==> config.mk <==
export PLATFORM = sky130hd
export DESIGN_NAME = data_access_unit_flat
export DESIGN_NICKNAME = d
export VERILOG_FILES = /design/src/rtl/data_access_unit_if.sv /design/src/rtl/data_access_unit.sv /design/src/flat_wrapper.sv
export SDC_FILE = /design/constraint.sdc
export NUM_CORES = 1
export LEC_CHECK = 0
export CAP_MARGIN = 20
export CELL_PAD_IN_SITES_DETAIL_PLACEMENT = 1
export CELL_PAD_IN_SITES_GLOBAL_PLACEMENT = 1
export CORE_MARGIN = 2
export CORE_UTILIZATION = 39
export CTS_CLUSTER_SIZE = 28
export DETAILED_ROUTE_END_ITERATION = 12
export PLACE_DENSITY_LB_ADDON = 0.05
export SLEW_MARGIN = 20
export SYNTH_ARGS = -nofsm -noshare
export SYNTH_HDL_FRONTEND = slang
export SYNTH_SLANG_ARGS = --single-unit
export TNS_END_PERCENT = 20
==> constraint.sdc <==
create_clock -name clk -period 10.1 [get_ports clk]
set_input_delay 1.515 -clock clk [delete_from_list [all_inputs] [get_ports clk]]
set_output_delay 1.515 -clock clk [all_outputs]
set_load 0.02 [all_outputs]
==> src/rtl/data_access_unit_if.sv <==
// data_access_unit_if: bundles the M-stage request, data-memory and vector status signals.
//   master: pipeline/memory side, drives requests and DARData.
//   slave : data_access_unit, drives memory address/data and the vector status.
interface data_access_unit_if #(
  parameter int LANES  = 16,
  parameter int LANE_W = 8,
  parameter int ADDR_W = 32
);
  logic                    MemReqM;
  logic                    VecM;
  logic                    MemWriteM;
  logic [ADDR_W-1:0]       ALUResultM;
  logic [LANE_W-1:0]       WriteDataM;
  logic [LANES*LANE_W-1:0] WriteDataVM;
  logic [LANE_W-1:0]       DARData;
  logic [ADDR_W-1:0]       DAAddr;
  logic                    DAWE;
  logic [LANE_W-1:0]       DAWData;
  logic [LANE_W-1:0]       ReadDataM;
  logic [LANES*LANE_W-1:0] ReadDataVM;
  logic                    BusyDA;
  logic                    DoneDA;
  modport master (
    output MemReqM, VecM, MemWriteM, ALUResultM, WriteDataM, WriteDataVM, DARData,
    input  DAAddr, DAWE, DAWData, ReadDataM, ReadDataVM, BusyDA, DoneDA
  );
  modport slave (
    input  MemReqM, VecM, MemWriteM, ALUResultM, WriteDataM, WriteDataVM, DARData,
    output DAAddr, DAWE, DAWData, ReadDataM, ReadDataVM, BusyDA, DoneDA
  );
endinterface

==> src/rtl/data_access_unit.sv <==
// data_access_unit: M-stage sequencer; scalar accesses pass through, vector accesses are serialized per lane.
//   clk, rst (sync, active-low)
//   bus (slave): M-stage request in, data-memory address/data out, BusyDA/DoneDA status out.
//   BusyCyclesDA: saturating busy-cycle counter, present only with DA_PERF_CNT_EN defined.
module data_access_unit #(
  parameter int LANES  = 16,
  parameter int LANE_W = 8,
  parameter int ADDR_W = 32
) (
  input logic clk,
  input logic rst,
  data_access_unit_if.slave bus
`ifdef DA_PERF_CNT_EN
  ,
  output logic [31:0] BusyCyclesDA
`endif
);
  localparam int LW = $clog2(LANES);
  typedef enum logic [2:0] {IDLE, VWR, VRD, VRD_LAST, DONE} state_t;
  state_t                  state_q, state_d;
  logic [LW-1:0]           lane_q, lane_d;
  logic [ADDR_W-1:0]       base_q, base_d;
  logic [LANES*LANE_W-1:0] wdata_q, wdata_d;
  logic [LANES*LANE_W-1:0] rdv_q, rdv_d;
  logic [ADDR_W-1:0]       addr;
  logic [LANE_W-1:0]       wd;
  logic                    we;
  logic                    busy;
  logic                    done;
  logic                    last;
  assign last = lane_q == LW'(LANES - 1);
  always_comb begin
    state_d = state_q;
    lane_d = lane_q;
    base_d = base_q;
    wdata_d = wdata_q;
    rdv_d = rdv_q;
    addr = bus.ALUResultM;
    wd = bus.WriteDataM;
    we = 1'b0;
    busy = 1'b0;
    done = 1'b0;
    case (state_q)
      IDLE: begin
        we = bus.MemReqM & ~bus.VecM & bus.MemWriteM;
        if (bus.MemReqM && bus.VecM) begin
          busy = 1'b1;
          base_d = bus.ALUResultM;
          wdata_d = bus.WriteDataVM;
          lane_d = '0;
          state_d = bus.MemWriteM ? VWR : VRD;
        end
      end
      VWR: begin
        busy = 1'b1;
        addr = base_q + ADDR_W'(lane_q);
        wd = wdata_q[lane_q*LANE_W +: LANE_W];
        we = 1'b1;
        lane_d = last ? '0 : lane_q + LW'(1);
        state_d = last ? DONE : VWR;
      end
      VRD: begin
        busy = 1'b1;
        addr = base_q + ADDR_W'(lane_q);
        // read data trails the issued address by one cycle
        if (lane_q != '0) rdv_d[(lane_q - LW'(1))*LANE_W +: LANE_W] = bus.DARData;
        lane_d = last ? '0 : lane_q + LW'(1);
        state_d = last ? VRD_LAST : VRD;
      end
      VRD_LAST: begin
        busy = 1'b1;
        addr = base_q;
        rdv_d[(LANES-1)*LANE_W +: LANE_W] = bus.DARData;
        state_d = DONE;
      end
      default: begin
        done = 1'b1;
        state_d = IDLE;
      end
    endcase
    if (!rst) begin
      addr = '0;
      wd = '0;
      we = 1'b0;
      busy = 1'b0;
      done = 1'b0;
    end
  end
  always_ff @(posedge clk) begin
    if (!rst) begin
      state_q <= IDLE;
      lane_q <= '0;
      base_q <= '0;
      wdata_q <= '0;
      rdv_q <= '0;
    end else begin
      state_q <= state_d;
      lane_q <= lane_d;
      base_q <= base_d;
      wdata_q <= wdata_d;
      rdv_q <= rdv_d;
    end
  end
  assign bus.DAAddr = addr;
  assign bus.DAWData = wd;
  assign bus.DAWE = we;
  assign bus.BusyDA = busy;
  assign bus.DoneDA = done;
  assign bus.ReadDataM = bus.DARData;
  assign bus.ReadDataVM = rdv_q;
`ifdef DA_PERF_CNT_EN
  logic [31:0] busy_cnt_q, busy_cnt_d;
  always_comb busy_cnt_d = (busy && busy_cnt_q != '1) ? busy_cnt_q + 32'd1 : busy_cnt_q;
  always_ff @(posedge clk) busy_cnt_q <= !rst ? '0 : busy_cnt_d;
  assign BusyCyclesDA = busy_cnt_q;
`endif
endmodule

==> src/flat_wrapper.sv <==
// flat-port wrapper written by rule: the top's interface ports become plain ports
module data_access_unit_flat 
#(
  parameter int LANES  = 16,
  parameter int LANE_W = 8,
  parameter int ADDR_W = 32
)
  (clk, rst, bus_MemReqM, bus_VecM, bus_MemWriteM, bus_ALUResultM, bus_WriteDataM, bus_WriteDataVM, bus_DARData, bus_DAAddr, bus_DAWE, bus_DAWData, bus_ReadDataM, bus_ReadDataVM, bus_BusyDA, bus_DoneDA);
  data_access_unit_if #(.LANES(LANES), .LANE_W(LANE_W), .ADDR_W(ADDR_W)) bus_i ();
  input logic clk;
  input logic rst;
  input wire logic [$bits(bus_i.MemReqM)-1:0] bus_MemReqM;
  input wire logic [$bits(bus_i.VecM)-1:0] bus_VecM;
  input wire logic [$bits(bus_i.MemWriteM)-1:0] bus_MemWriteM;
  input wire logic [$bits(bus_i.ALUResultM)-1:0] bus_ALUResultM;
  input wire logic [$bits(bus_i.WriteDataM)-1:0] bus_WriteDataM;
  input wire logic [$bits(bus_i.WriteDataVM)-1:0] bus_WriteDataVM;
  input wire logic [$bits(bus_i.DARData)-1:0] bus_DARData;
  output wire logic [$bits(bus_i.DAAddr)-1:0] bus_DAAddr;
  output wire logic [$bits(bus_i.DAWE)-1:0] bus_DAWE;
  output wire logic [$bits(bus_i.DAWData)-1:0] bus_DAWData;
  output wire logic [$bits(bus_i.ReadDataM)-1:0] bus_ReadDataM;
  output wire logic [$bits(bus_i.ReadDataVM)-1:0] bus_ReadDataVM;
  output wire logic [$bits(bus_i.BusyDA)-1:0] bus_BusyDA;
  output wire logic [$bits(bus_i.DoneDA)-1:0] bus_DoneDA;
  assign bus_i.MemReqM = bus_MemReqM;
  assign bus_i.VecM = bus_VecM;
  assign bus_i.MemWriteM = bus_MemWriteM;
  assign bus_i.ALUResultM = bus_ALUResultM;
  assign bus_i.WriteDataM = bus_WriteDataM;
  assign bus_i.WriteDataVM = bus_WriteDataVM;
  assign bus_i.DARData = bus_DARData;
  assign bus_DAAddr = bus_i.DAAddr;
  assign bus_DAWE = bus_i.DAWE;
  assign bus_DAWData = bus_i.DAWData;
  assign bus_ReadDataM = bus_i.ReadDataM;
  assign bus_ReadDataVM = bus_i.ReadDataVM;
  assign bus_BusyDA = bus_i.BusyDA;
  assign bus_DoneDA = bus_i.DoneDA;
  data_access_unit #(.LANES(LANES), .LANE_W(LANE_W), .ADDR_W(ADDR_W)) u_core (.clk(clk), .rst(rst), .bus(bus_i));
endmodule
==> results of run 1 <==
[cell type report]
type,instances,area [sq um],share of cell area
Clock buffer,54,1079,0.05762
Antenna cell,1,2.502,0.0001337
Timing Repair Buffer,374,3704,0.1978
Clock inverter,8,85.08,0.004545
Tap cell,455,569.3,0.03041
Multi-Input combinational cell,1212,7326,0.3914
Inverter,11,46.29,0.002473
Sequential cell,295,5908,0.3156
[report_power, final]
part           total [uW]  switching, uW  internal, uW
logic                 433            253           180
registers            1230           29.1          1200
clock network        1270            506           762
[layout by cell type, fill, tap and decap left out, types with 14 or more instances in the layout]
cell,instances
a21oi_1,183
a22o_1,16
a22oi_1,14
buf_4,16
clkbuf_16,36
clkdlybuf4s50_1,358
dfxtp_1,293
ha_1,17
mux2i_1,123
mux4_2,32
nand2_1,562
nand3_1,15
nor2_1,35
o21ai_0,16
o22ai_1,26
[per-layer routing]
| layer | track usage | up-vias | part of all wire |
|---|---|---|---|
| met2 | 0.4495 | 342 | 0.48 |
| met5 | 0 | - | 0 |
| met4 | 0.05755 | 0 | 0.016 |
| li1 | - | 6229 | - |
| met1 | 0.3479 | 6381 | 0.44 |
| met3 | 0.04915 | 53 | 0.061 |
[cell families after synthesis]
| group | after synthesis | share of synthesized area |
|---|---|---|
| XOR/XNOR | 21 | 0.01386 |
| adder cells (fa/ha/maj) | 19 | 0.01757 |
| flip-flops | 295 | 0.4276 |
| AO/OA/AOI/OAI | 304 | 0.1327 |
| buffers and inverters | 146 | 0.04394 |
| AND/OR/NAND/NOR | 713 | 0.2230 |
| multiplexers | 155 | 0.1413 |
[synth_stat cells, types with 10 or more instances]
master	n
o21ai_0	16
mux2i_1	123
a22oi_1	14
buf_4	11
and3_1	10
and2_1	12
a21oi_1	183
inv_1	11
clkbuf_1	110
nand4_1	10
nor2_1	36
nand2_1	562
mux4_2	32
a22o_1	16
nand3_1	15
nor4_1	12
xnor2_1	13
o22ai_1	26
ha_1	17
dfxtp_1	295
[state kept, by name, indices dropped and copies added, names as in the netlist]
register               cells
u_core.base_q             32
u_core.state_q             3
u_core.wdata_q           128
u_core.lane_q              4
u_core.bus.ReadDataVM    128
[worst min path at each step]
stage,slack (ns),cells after the start,end,from
after global routing,0.47,2,u_core.wdata_q[108],u_core.wdata_q[108]
after detailed placement,0.45,2,u_core.wdata_q[20],u_core.wdata_q[20]
final,0.45,2,u_core.wdata_q[41],u_core.wdata_q[41]
after global placement,0.44,2,u_core.wdata_q[66],u_core.wdata_q[66]
after CTS,0.45,2,u_core.wdata_q[62],u_core.wdata_q[62]
after floorplan,0.43,2,u_core.wdata_q[112],u_core.wdata_q[112]
[critical path: stages]
cell,delay (ns)
buf_4,0.55
buf_4,0.46
nor2b_1,0.22
nand2_1,0.47
o41ai_1,0.51
a21o_1,0.15
clkdlybuf4s50_1,0.61
[through the flow]
step	setup WS [ns]	cell area, sq um	power (uW)
after floorplan	5.652	13810	1494
after global placement	4.082	17540	1681
after detailed placement	4.081	17550	1688
after CTS	4.079	18710	2956
after global routing	3.821	18720	3045
final	4.085	18720	2932
==> flow_summary.toml, run 1 <==
[run_status]
status = "complete, no violations"

[setup_path]
r2r_start = "u_core.lane_q[0]"
cp-endpoint = "bus_DAAddr[19]"
crit_arrival_ns = 4.50
cp.required_ns = 8.59
crit_path_start = "rst"
worstRegToRegCells = 13
crit_path_end_kind = "output pin"
critical_path_class = "in2out"
r2r_setup_slack_ns = 5.57
cp_max_fo = 68
r2r_end = "u_core.bus.ReadDataVM[123]"
worstSetupStartpointType = "primary input"

[cts]
cts_made_buffers = 35
insertion_delay_ns = 0.51
cts_setup_buffers = 0
clk_pin_slew_ns = 0.05
cts_tree = "yes"
cts_root_buffer = "clkbuf_16"
clockBufferDepth = 3
htreeDepth = 2
cts_resized = 0
ctsHoldBuffers = 0
cts_sinks = 295

[logic_synthesis]
netlist_top_cells_area = "dfxtp_1 (43%), nand2_1 (15%), mux2i_1 (8.9%), a21oi_1 (6.6%), mux4_2 (5.2%)"
yosysSeqAreaShare = 0.4276
synth-edff-count = 0
synthArstFlopShare = 0
synth_top_flop_cell = "dfxtp_1"
synth.distinct_cells = 66
syn-instance-count = 1653
synth_top_area_frac = 0.4276
netlist_area_sq_um = 13810
synth_largest_area_cell = "dfxtp_1"
synth.avg_cell_area_sq_um = 8.356
ys_warn_count = 0
syn-num-nets = 1852
synth_seq_cells = 295

[grt]
grt_pass1_vias = 13500
antenna_found_initial = 1
grt_max_degree = 88
grt-ovfl-total = 0
groute.usage.overall = 0.2642
grt_first_pass_wirelength_um = 76290

[timing]
setup_viol = 0
tns_ns = 0
finalCriticalPeriod_ns = 6.015
holdWs_ns = 0.4526
rsz0062_at_grt = "false"
fmaxAchievable_ghz = 0.1663
slew_headroom = 0.2595
worst_pin_slew_ns = 1.108
fin_worst_skew_ns = 0.01116
slew_viol_final = 0
hold_viol = 0
fin_crit_sh = 0.5955

[cells_and_area]
fillers = 4092
fin_nets = 2128
final_util = 0.5393
fin_cells = 2410
drive_gt1_frac = 0.06499
synthToLayoutAreaGrowth_pct = 35.53

[die]
initial_core_util = 0.3979
rows = 68
die_width_um = 192.2
ios = 360
core_area_sq_um = 34710
dieArea_sq_um = 36940
die_h_um = 192.2

[placed_design]
gp_congestion = 0.8406
hpwl_um = 35310
port_buffers = 359
placed_cells = 2347

[routing]
vias_per_cell = 5.396
drt_iter0_drc = 768
num_vias = 13010
wl_per_cell_um = 20.69
ant_nets = 0
drc = 0
routed_wl_um = 49850
first_pass_iters = 5

[power_and_ir_drop]
p_leak_uw = 0.006798
ir_drop_uv = 93.58
power.density_nw_per_um2 = 156.6

[worst_hold_path]
hold_path.class = "reg2reg"

[job]
maxCapViolCount = 0
No activity file was read; power rests on OpenSTA's default activity.
==> run 2, diff against run 1 <==
CORE_UTILIZATION = 36   (was 39)
clock period = 6.3 ns   (was 10.1 ns; I/O delays follow)
==> run 2 against run 1 <==
Compared with the run above: die area rose by 8.2%; design area rose by 0.16%; clock power rose by 60%; sequential share of layout area barely moved; core utilization fell by 4.3 points; via count fell by 1.2%; critical path type is now reg2out; non-clock buffer count fell by 4; largest cell class unchanged.
==> flow_summary.toml, run 2 (synthesis gave the netlist of run 1 again) <==
[cts]
htreeDepth = 2
clk_pin_slew_ns = 0.06
cts_resized = 0
cts_tree = "yes"
ctsHoldBuffers = 0
cts_setup_buffers = 0
cts_root_buffer = "clkbuf_16"
cts_made_buffers = 36
insertion_delay_ns = 0.52
clockBufferDepth = 3
cts_sinks = 295

[routing]
routed_wl_um = 47880
dr_wl_met2_um = 23270
first_pass_iters = 5
drc = 0
num_vias = 12850
ant_nets = 0
wl_met1_um = 21070
drt_iter0_drc = 558
wl_per_cell_um = 19.43
vias_per_cell = 5.216
wl_met3_um = 2445
highest_layer = "met5"

[die]
die_width_um = 199.9
dieArea_sq_um = 39950
initial_core_util = 0.3658
die_h_um = 199.9
ios = 360
core_area_sq_um = 37760
rows = 71

[cells_and_area]
fin_cells = 2464
layout_commonest_cell = "nand2_1"
drive_gt1_frac = 0.06099
final_cell_mix = "nand2_1 (562), clkdlybuf4s50_1 (358), dfxtp_1 (293), a21oi_1 (183), mux2i_1 (123)"
synthToLayoutAreaGrowth_pct = 35.75
fin_nets = 2125

[timing]
slew_viol_final = 0
slew_headroom = 0.2749
tns_ns = 0
finalCriticalPeriod_ns = 5.250
fmaxAchievable_ghz = 0.1905
setup_viol = 0
fin_crit_sh = 0.8333
fin_worst_skew_ns = 0.01835
rsz0062_at_grt = "false"
worst_pin_slew_ns = 1.085
hold_viol = 0

[grt]
grt_max_degree = 105
grt-ovfl-total = 0
groute.usage.overall = 0.2353
grt_pass1_vias = 13290
antenna_found_initial = 4
grt_first_pass_wirelength_um = 73830

[setup_path]
critical_path_class = "reg2out"
worstRegToRegCells = 10
cp.required_ns = 5.35
crit_path_end_kind = "output pin"
worstSetupStartpointType = "flip-flop"
r2r_start = "u_core.lane_q[0]"
cp_max_fo = 46
r2r_setup_slack_ns = 1.97
crit_arrival_ns = 4.30
r2r_end = "u_core.bus.ReadDataVM[97]"

[power_and_ir_drop]
p_leak_uw = 0.006771
power.density_nw_per_um2 = 249.8
ir_drop_uv = 142.9

[placed_design]
port_buffers = 359
hpwl_um = 34170
gp_congestion = 0.8386
placed_cells = 2399

[job]
maxCapViolCount = 0

[worst_hold_path]
hold_path.class = "reg2reg"
min_from = "u_core.wdata_q[120]"
hold_end = "u_core.wdata_q[120]"
worstHoldPathCells = 2

[run_status]
status = "complete, no violations"
[run 2: cell type report]
class,instances,area [sq um]
diodes,2,5.005
clock buffers,55,1042
clock inverters,8,105.1
fillers,4418,19010
inverters,11,46.29
multi-input cells,1212,7327
flip-flops and latches,295,5911
well taps,511,639.4
repair buffers,370,3674
[run 2: routing by layer]
metal  vias up  global-route usage
met2       329              0.4102
li1       6222                   -
met1      6228              0.2994
met4         4             0.06337
met5         -                   0
met3        69             0.04200
[run 2: how the worst max path moves through the flow]
stage	startpoint	endpoint	depth (start not counted)
floorplan	u_core.lane_q[1]	u_core.bus.ReadDataVM[100]	16
global placement	u_core.lane_q[0]	bus_DAAddr[20]	8
detailed placement	u_core.lane_q[0]	bus_DAAddr[20]	8
CTS	u_core.lane_q[0]	bus_DAAddr[20]	8
global route	u_core.lane_q[0]	bus_DAAddr[20]	8
finish	u_core.lane_q[0]	bus_DAAddr[20]	8
[run 2: power breakdown]
group	leakage (uW)	switching (uW)	internal (uW)	total, uW
Combinational	0.00381	379	285	664
Clock	0.000563	806	1220	2030
Sequential	0.00239	65.0	1930	1990
Total	0.00677	1250	3430	4680
[run 2: critical path: stages, from the launching register on]
cell             delay (ns)
dfxtp_4                0.90
ha_1                   0.36
fa_1                   0.23
nand3_1                0.19
a211oi_1               0.78
nand2_1                0.17
o32a_1                 0.38
a21oi_1                0.14
clkdlybuf4s50_1        0.63
[run 2: metrics by stage]
| stage | area (sq um) | util | total power, uW | setup WS (ns) | hold WS [ns] |
|---|---|---|---|---|---|
| after CTS | 18740 | 0.4964 | 4732 | 1.003 | 0.4546 |
| after global routing | 18740 | 0.4965 | 4869 | 0.6998 | 0.4694 |
| after global placement | 17590 | 0.4660 | 2691 | 1.648 | 0.4398 |
| after floorplan | 13810 | - | 2396 | 2.192 | 0.4331 |
| final | 18750 | 0.4966 | 4684 | 1.050 | 0.4514 |
| after detailed placement | 17590 | 0.4660 | 2701 | 1.572 | 0.4469 |
